[src/rtl/rsa_pkg.sv]
`default_nettype none
// ============================================================================
// Module      : rsa_pkg
// Description : Shared definitions for the RSA modular-exponentiation
//               sequencer: default operand/counter widths, the unit constant
//               and the 4-bit controller state encoding.
// Revision    : 1.0 - initial release
// ============================================================================
package rsa_pkg;

    localparam int DEFAULT_WIDTH = 128;
    localparam int DEFAULT_CNT_W = 8;

    localparam logic [DEFAULT_WIDTH-1:0] ONE = {{(DEFAULT_WIDTH-1){1'b0}}, 1'b1};

    typedef enum logic [3:0] {
        ST_IDLE   = 4'd0,
        ST_BRED   = 4'd1,
        ST_BRED_W = 4'd2,
        ST_SQ_M   = 4'd3,
        ST_SQ_MW  = 4'd4,
        ST_SQ_D   = 4'd5,
        ST_SQ_DW  = 4'd6,
        ST_ML_M   = 4'd7,
        ST_ML_MW  = 4'd8,
        ST_ML_D   = 4'd9,
        ST_ML_DW  = 4'd10,
        ST_NEXT   = 4'd11,
        ST_DONE   = 4'd12
    } state_t;

endpackage
`default_nettype wire

[src/rtl/rsa_msb_index.sv]
`default_nettype none
// ============================================================================
// Module      : rsa_msb_index
// Description : Combinational priority encoder. Returns the index of the
//               highest set bit of i_value and flags an all-zero input
//               (o_index is 0 in that case).
// Ports       : i_value [WIDTH]  value to scan
//               o_index [CNT_W]  index of highest set bit
//               o_zero           i_value == 0
// Revision    : 1.0 - initial release
// ============================================================================
module rsa_msb_index #(
    parameter int WIDTH = 128,
    parameter int CNT_W = 8
) (
    input  logic [WIDTH-1:0] i_value,
    output logic [CNT_W-1:0] o_index,
    output logic             o_zero
);

    // Ascending scan: the last set bit seen wins, i.e. the most significant.
    always_comb begin
        o_index = '0;
        for (int i = 0; i < WIDTH; i++) begin
            if (i_value[i]) begin
                o_index = CNT_W'(i);
            end
        end
    end

    assign o_zero = ~|i_value;

endmodule
`default_nettype wire

[src/rtl/rsa_modexp_ctrl.sv]
`default_nettype none
// ============================================================================
// Module      : rsa_modexp_ctrl
// Description : MSB-first square-and-multiply sequencer computing
//               result = base^exponent mod modulus. All wide arithmetic is
//               delegated to an external WIDTHxWIDTH multiplier and an
//               external 2*WIDTH / WIDTH remainder unit via start/done
//               handshakes.
// Config      : RSA_MODEXP_SKIP_LZ_EN - when defined, the bit scan starts at
//               the exponent's highest set bit instead of bit WIDTH-1,
//               skipping squarings of leading zeros. Results are identical.
// Ports       : clk, reset_n (async, active-low)
//               start, base, exponent, modulus  - command (sampled on accept)
//               busy, done, error, result        - status / result
//               mul_start, mul_a, mul_b, mul_done, mul_product - multiplier
//               div_start, div_dividend, div_divisor, div_done,
//               div_remainder                    - remainder unit
// Revision    : 1.0 - initial release
// ============================================================================
module rsa_modexp_ctrl
    import rsa_pkg::*;
#(
    parameter int WIDTH = DEFAULT_WIDTH,
    parameter int CNT_W = DEFAULT_CNT_W
) (
    input  logic               clk,
    input  logic               reset_n,
    input  logic               start,
    input  logic [WIDTH-1:0]   base,
    input  logic [WIDTH-1:0]   exponent,
    input  logic [WIDTH-1:0]   modulus,
    output logic               busy,
    output logic               done,
    output logic               error,
    output logic [WIDTH-1:0]   result,
    output logic               mul_start,
    output logic [WIDTH-1:0]   mul_a,
    output logic [WIDTH-1:0]   mul_b,
    input  logic               mul_done,
    input  logic [2*WIDTH-1:0] mul_product,
    output logic               div_start,
    output logic [2*WIDTH-1:0] div_dividend,
    output logic [WIDTH-1:0]   div_divisor,
    input  logic               div_done,
    input  logic [WIDTH-1:0]   div_remainder
);

    localparam int             IDX_W = $clog2(WIDTH);
    localparam logic [WIDTH-1:0] c_one = {{(WIDTH-1){1'b0}}, 1'b1};

    state_t             r_state;
    logic [WIDTH-1:0]   r_base;
    logic [WIDTH-1:0]   r_exp;
    logic [WIDTH-1:0]   r_mod;
    logic [WIDTH-1:0]   r_acc;
    logic [WIDTH-1:0]   r_bred;
    logic [CNT_W-1:0]   r_idx;
    logic               r_exp_zero;

    logic [CNT_W-1:0]   w_idx_init;
    logic               w_exp_zero;
    logic               w_exp_bit;
    logic [WIDTH-1:0]   w_final;

`ifdef RSA_MODEXP_SKIP_LZ_EN
    rsa_msb_index #(
        .WIDTH (WIDTH),
        .CNT_W (CNT_W)
    ) u_msb_index (
        .i_value (exponent),
        .o_index (w_idx_init),
        .o_zero  (w_exp_zero)
    );
`else
    assign w_idx_init = CNT_W'(WIDTH - 1);
    assign w_exp_zero = 1'b0;
`endif

    assign w_exp_bit = r_exp[r_idx[IDX_W-1:0]];

    // acc is already reduced after any squaring; only the untouched acc=1
    // (exponent==0 skip path) can still exceed a modulus of 1.
    assign w_final = ((r_acc == c_one) && (r_mod == c_one)) ? '0 : r_acc;

    always_ff @(posedge clk or negedge reset_n) begin
        if (!reset_n) begin
            r_state      <= ST_IDLE;
            r_base       <= '0;
            r_exp        <= '0;
            r_mod        <= '0;
            r_acc        <= '0;
            r_bred       <= '0;
            r_idx        <= '0;
            r_exp_zero   <= 1'b0;
            busy         <= 1'b0;
            done         <= 1'b0;
            error        <= 1'b0;
            result       <= '0;
            mul_start    <= 1'b0;
            mul_a        <= '0;
            mul_b        <= '0;
            div_start    <= 1'b0;
            div_dividend <= '0;
            div_divisor  <= '0;
        end else begin
            // Request strobes are single-cycle pulses.
            mul_start <= 1'b0;
            div_start <= 1'b0;

            case (r_state)
                ST_IDLE, ST_DONE: begin
                    if (start) begin
                        r_base      <= base;
                        r_exp       <= exponent;
                        r_mod       <= modulus;
                        r_exp_zero  <= w_exp_zero;
                        div_divisor <= modulus;
                        result      <= '0;
                        if (modulus == '0) begin
                            busy    <= 1'b0;
                            done    <= 1'b1;
                            error   <= 1'b1;
                            r_state <= ST_DONE;
                        end else begin
                            busy    <= 1'b1;
                            done    <= 1'b0;
                            error   <= 1'b0;
                            r_acc   <= c_one;
                            r_idx   <= w_idx_init;
                            r_state <= ST_BRED;
                        end
                    end
                end

                ST_BRED: begin
                    div_start    <= 1'b1;
                    div_dividend <= {{WIDTH{1'b0}}, r_base};
                    r_state      <= ST_BRED_W;
                end

                ST_BRED_W: begin
                    if (div_done) begin
                        r_bred  <= div_remainder;
                        // Zero exponent with leading-zero skip: no bits to scan,
                        // acc stays 1 and r_idx is already 0.
                        r_state <= r_exp_zero ? ST_NEXT : ST_SQ_M;
                    end
                end

                ST_SQ_M: begin
                    mul_start <= 1'b1;
                    mul_a     <= r_acc;
                    mul_b     <= r_acc;
                    r_state   <= ST_SQ_MW;
                end

                ST_SQ_MW: begin
                    if (mul_done) begin
                        div_dividend <= mul_product;
                        r_state      <= ST_SQ_D;
                    end
                end

                ST_SQ_D: begin
                    div_start <= 1'b1;
                    r_state   <= ST_SQ_DW;
                end

                ST_SQ_DW: begin
                    if (div_done) begin
                        r_acc   <= div_remainder;
                        r_state <= w_exp_bit ? ST_ML_M : ST_NEXT;
                    end
                end

                ST_ML_M: begin
                    mul_start <= 1'b1;
                    mul_a     <= r_acc;
                    mul_b     <= r_bred;
                    r_state   <= ST_ML_MW;
                end

                ST_ML_MW: begin
                    if (mul_done) begin
                        div_dividend <= mul_product;
                        r_state      <= ST_ML_D;
                    end
                end

                ST_ML_D: begin
                    div_start <= 1'b1;
                    r_state   <= ST_ML_DW;
                end

                ST_ML_DW: begin
                    if (div_done) begin
                        r_acc   <= div_remainder;
                        r_state <= ST_NEXT;
                    end
                end

                ST_NEXT: begin
                    if (r_idx == '0) begin
                        result  <= w_final;
                        busy    <= 1'b0;
                        done    <= 1'b1;
                        r_state <= ST_DONE;
                    end else begin
                        r_idx   <= r_idx - CNT_W'(1);
                        r_state <= ST_SQ_M;
                    end
                end

                default: r_state <= ST_IDLE;
            endcase
        end
    end

endmodule
`default_nettype wire

[config.mk]
export PLATFORM = sky130hd
export DESIGN_NAME = rsa_modexp_ctrl
export DESIGN_NICKNAME = d
export VERILOG_FILES = /design/src/rtl/rsa_pkg.sv /design/src/rtl/rsa_msb_index.sv /design/src/rtl/rsa_modexp_ctrl.sv
export SDC_FILE = /design/constraint.sdc
export NUM_CORES = 2
export LEC_CHECK = 0
export BUFFER_PORTS_ARGS = -buffer_cell sky130_fd_sc_hd__buf_2
export CAP_MARGIN = 5
export CORE_AREA = 2 2 608 610
export CTS_BUF_LIST = sky130_fd_sc_hd__clkbuf_16
export CTS_CLUSTER_DIAMETER = 60
export DETAILED_ROUTE_END_ITERATION = 8
export DIE_AREA = 0 0 610 612
export PLACE_DENSITY = 0.38
export RECOVER_POWER = 25
export SLEW_MARGIN = 40
export SYNTH_ARGS = -nofsm -noshare
export SYNTH_HDL_FRONTEND = slang
export SYNTH_SLANG_ARGS = --single-unit
[constraint.sdc]
create_clock -name clk -period 3.1 [get_ports clk]
set_clock_uncertainty 0.15 [all_clocks]
set_input_delay 0.31 -clock clk [delete_from_list [all_inputs] [get_ports clk]]
set_output_delay 0.31 -clock clk [all_outputs]
set_load 0.02 [all_outputs]
After elaboration in Yosys (flattened, before gate mapping)
Index checks and enable logic that the tools add are counted.
{ "classes": {"mul": 0, "n_div": 0, "reduce_logical": 20, "n_addsub": 1, "bitwise_logic": 0, "order_cmp": 1, "n_shift": 0, "n_eq_ne": 25, "n_mux": 37} }
{ "op_table": {"columns": ["operator", "n"], "rows": [
  ["two-way mux 128 bit", 6],
  ["case mux 128 bit (2 select lines)", 3],
  ["case mux 256 bit (2 select lines)", 1],
  ["== test 128 x 1 -> 1 bit (second input constant)", 2],
  ["two-way mux 256 bit", 1],
  ["zero test 128 bit", 1],
  ["case mux 4 bit (12 select lines)", 1],
  ["two-way mux 4 bit", 9],
  ["two-way mux 8 bit", 3],
  ["== test 4 bit (second input constant)", 5],
  ["inequality test 2 bit (second input constant)", 9],
  ["== test 4 x 3 -> 1 bit (second input constant)", 4],
  ["case mux 8 bit (2 select lines)", 1],
  ["two-way mux 1 bit", 9],
  ["== test 4 x 2 -> 1 bit (second input constant)", 2],
  ["zero test 8 bit", 1],
  ["less-than comparator 7 x 8 -> 1 bit (second input constant)", 1],
  ["AND reduction 4 bit", 2],
  ["nonzero test 2 bit", 4],
  ["OR reduction 2 bit", 4],
  ["subtractor 8 x 1 -> 8 bit (second input constant)", 1],
  ["binary-select mux 1 bit (select 7 bit)", 1],
  ["AND reduction 2 bit", 3],
  ["AND reduction 6 bit", 1],
  ["7 further kinds", 9]
]} }
{ "totals": {"mem_bits_rw": 0, "mem_bits_ro": 0, "mem_count": 0, "regBits": 1297, "latch_bits": 0} }

Logic depth before layout (Yosys ltp)
{ "depth": {"depth_word": 5, "mapped_depth": 12, "mapped_depth_nobuf": 8} }

Worst setup path before layout
OpenSTA, ideal clock, no wires.
{ "synth_path": {"path_kind": "register to register", "startpoint": "register r_idx[1]", "endpoint": "register result[11]", "t_arrival_ps": 2157, "required_ps": 2884, "path_buffers": 5, "path_slack_ps": 726, "stages_incl_launch_ff": 12, "setup_ps": 66, "path_cell_list": "dfrtp_1 buf_6 buf_6 buf_6 inv_1 ha_1 and4_1 and2_1 nor2_1 buf_2 buf_2 a22o_1"} }
{ "synth_via": {"elab_chain_len": 3} }
{ "synth_lines": {"columns": ["item", "line_no", "rtl"], "rows": [
  ["from (decl)", "rsa_modexp_ctrl.sv:57", "logic [CNT_W-1:0] r_idx;"],
  ["from (signal assigned)", "rsa_modexp_ctrl.sv:129", "r_idx <= w_idx_init;"],
  ["from (signal assigned)", "rsa_modexp_ctrl.sv:209", "r_idx <= r_idx - CNT_W'(1);"],
  ["zero test 8 bit", "rsa_modexp_ctrl.sv:203", "if (r_idx == '0) begin"],
  ["inequality test 2 bit (no line)", null, null],
  ["AND reduction 3 bit (no line)", null, null],
  ["to (signal assigned)", "rsa_modexp_ctrl.sv:204", "result <= w_final;"],
  ["to (decl)", "rsa_modexp_ctrl.sv:35", "output logic [WIDTH-1:0] result,"]
]} }
No other way between the ends.
A chain may end at the register's enable or synchronous reset.

==> flow_summary.json <==
{
  "post-route-util": 0.225,
  "finalSetupViolations": 439,
  "ys_seq_area_frac": 0.626,
  "synthFlopType": "dfrtp_1",
  "grt_antenna_before_repair": 130,
  "clk_pin_slew_ns": 0.06,
  "crit_chain": "dlygate4sd3_1 -> dlygate4sd3_1 -> dlymetal6s4s_1 -> buf_16 -> clkbuf_4 -> buf_12",
  "finalHoldViolCount": 0,
  "clockBufferDepth": 4,
  "dieArea_um2": 373000,
  "max-vdd-ir-drop_mv": 0.600,
  "drc": 0,
  "status": "finished with violations",
  "vias": 50200,
  "port_buffers": 1545,
  "io-pin-count": 1546,
  "grt_pass1_wl_mm": 452,
  "die_h_um": 612,
  "tightest_slew_ns": 1.74,
  "async_flop_share": 1.00,
  "area_delta_synth_final_pct": 59.2,
  "synth_area_per_cell_um2": 10.4,
  "fin_ws_ns": -0.407,
  "first_pass_iters": 6,
  "viasPerCell": 3.98,
  "cp-end-kind": "asynchronous set/reset pin",
  "cts-htree-levels": 4,
  "layout_min_cycle_time_ns": 3.51,
  "synth_area_leaders": "dfrtp_1 63%, nand2_1 15%, a22o_1 5.7%, mux2_2 2.8%, mux2i_1 2.7%",
  "maxSlewViolCount": 9,
  "cts_tree": "yes",
  "synth_edf_count": 0,
  "cpMostUsedCell": "dlygate4sd3_1",
  "cp_slowest_stage_delay_ns": 1.35,
  "grt_overflow": 0,
  "nFillCells": 40300,
  "cp_max_fo": 70,
  "slew_headroom": -0.160,
  "route.antenna.remaining_nets": 0,
  "fin_nets": 8355,
  "dp_hpwl_mm": 268,
  "ys_warn_count": 0,
  "yosysMostFrequentCell": "nand2_1",
  "core_um2": 367000,
  "regArea_um2": 32500,
  "leakagePower_nw": 42.0,
  "grt_start_max_net_pins": 121,
  "multi_input_area_um2": 18100,
  "critPathKind": "input port to asynchronous set/reset pin",
  "critPathArrivalTime_ns": 4.35,
  "cts_buffers": 189,
  "rows": 223,
  "wire_per_inst_um": 26.5,
  "clock-sinks": 1297,
  "start_util": 0.141,
  "first_global_vias": 51700,
  "drive_gt1_frac": 0.293,
  "fmax_mhz": 285,
  "gp_congestion": 0.926,
  "slowest_stage": "dlymetal6s4s_1",
  "violations": "capacitance limit, slew limit, setup timing",
  "synth_top_area_share": 0.626,
  "rsz0062_at_grt": "true",
  "wl_mm": 335,
  "power_density_nw_per_um2": 972,
  "insertion_delay_ns": 0.85,
  "grt_usage": 0.173,
  "preCtsSetupSlack_ns": -0.687,
  "synth_cell_types": 57,
  "initialDrtViolationCount": 3759,
  "power_mw": 80.2,
  "synth-seq-cells": 1297,
  "synth_area_um2": 51800,
  "timing.final.crit_share": 1.13,
  "critPathLaunchType": "input port",
  "cp.required_ns": 3.94,
  "min_path_type": "input port to flip-flop",
  "synthCells": 4996,
  "synth_common_cells": "2035 x nand2_1, 1297 x dfrtp_1, 336 x a22o_1",
  "cts-root-buf": "clkbuf_16",
  "yosys.area.top_type": "dfrtp_1",
  "maxCapViolCount": 1,
  "die_w_um": 610,
  "synth_nets": 5775
}
[final timing paths]
check,slack (ns),to,from,cells past startpoint
setup reg to reg,-0.17,result[92],r_mod[87],8
max in group clk,-0.17,result[92],r_mod[87],8
hold / removal,0.1,r_exp[57],exponent[57],4
hold reg to reg,0.31,div_dividend[211],div_dividend[211],2
setup / recovery,-0.41,mul_a[24],reset_n,6
min in group asynchronous,1.70,mul_b[84],reset_n,4
[layer usage]
layer,global-route usage,share of wire,vias up
met5,0,0.00062,-
met4,0.0461,0.031,30
met3,0.0372,0.063,470
met2,0.288,0.47,1892
met1,0.226,0.43,25700
li1,-,-,22100
[layout make-up]
type                       count  area share
inverter                      10    0.000516
sequential                  1297       0.393
clock inverter               149      0.0157
timing repair buffer        2724       0.238
tap                         4837      0.0734
multi-input combinational   3354       0.219
clock buffer                 191      0.0579
antenna                       38     0.00115
[cell usage in the layout (no fill, tap or decap), drive strengths merged, types with 128 or more instances in the layout]
cell         Yosys  final
a22o           336    336
mux2           128    128
clkbuf         211    212
buf            124   1776
a31oi          130    130
dfrtp         1297   1297
nand2         2035   2035
nor2           143    143
o21ai          138    138
dlygate4sd3      0    926
mux2i          142    142
[flip-flops by register name, indices dropped and copies added (netlist names), 4 cells and up]
signal        count
r_bred          128
mul_b           128
r_mod           128
result          128
r_exp           128
r_acc           128
div_dividend    256
r_idx             8
mul_a           128
r_base          128
r_state           4
[kinds of logic (layout without fill, tap and decap cells)]
logic type,count (synthesis),after routing,share of synthesized area
XOR/XNOR,1,1,0.000169
adder cells (fa/ha/maj),6,6,0.00145
buffers and inverters,345,3074,0.0285
AO/OA/AOI/OAI,651,651,0.0926
other,0,38,0
AND/OR/NAND/NOR,2399,2399,0.184
flip-flops,1297,1297,0.626
multiplexers,297,297,0.0670
[critical path, delay by kind of cell]
kind / cells / cell delay (ns)
buffers and inverters: 6 / 3.75
[stage by stage]
| step | setup TNS (ns) | hold slack, ns | cell area (um^2) | cells |
|---|---|---|---|---|
| global placement | -181.37 | 0.233 | 67100 | 11300 |
| floorplan | 0 | -0.136 | 51800 | 4996 |
| global route | -144.90 | 0.0408 | 82500 | 12600 |
| finish | -84.69 | 0.0980 | 82500 | 12600 |
| CTS | -73.06 | 0.00102 | 82600 | 12600 |
| detailed placement | -86.95 | 0.0916 | 67200 | 11300 |
[power by group]
group	switching [mW]	internal [mW]	total [mW]
clock network	8.93	12.5	21.5
logic	20.4	10.7	31.1
registers	4.64	23.0	27.7
total	34.0	46.2	80.2
[timing repair]
item | CTS | global route
setup buffers | 1 | 3
gates resized for setup | 2 | 3
endpoints found under the hold margin | 1594 | 0
pin swaps | 3 | 4
endpoints found under the setup margin | 128 | 141
hold buffers | 927 | 0
(Power assumes the default switching activity.)
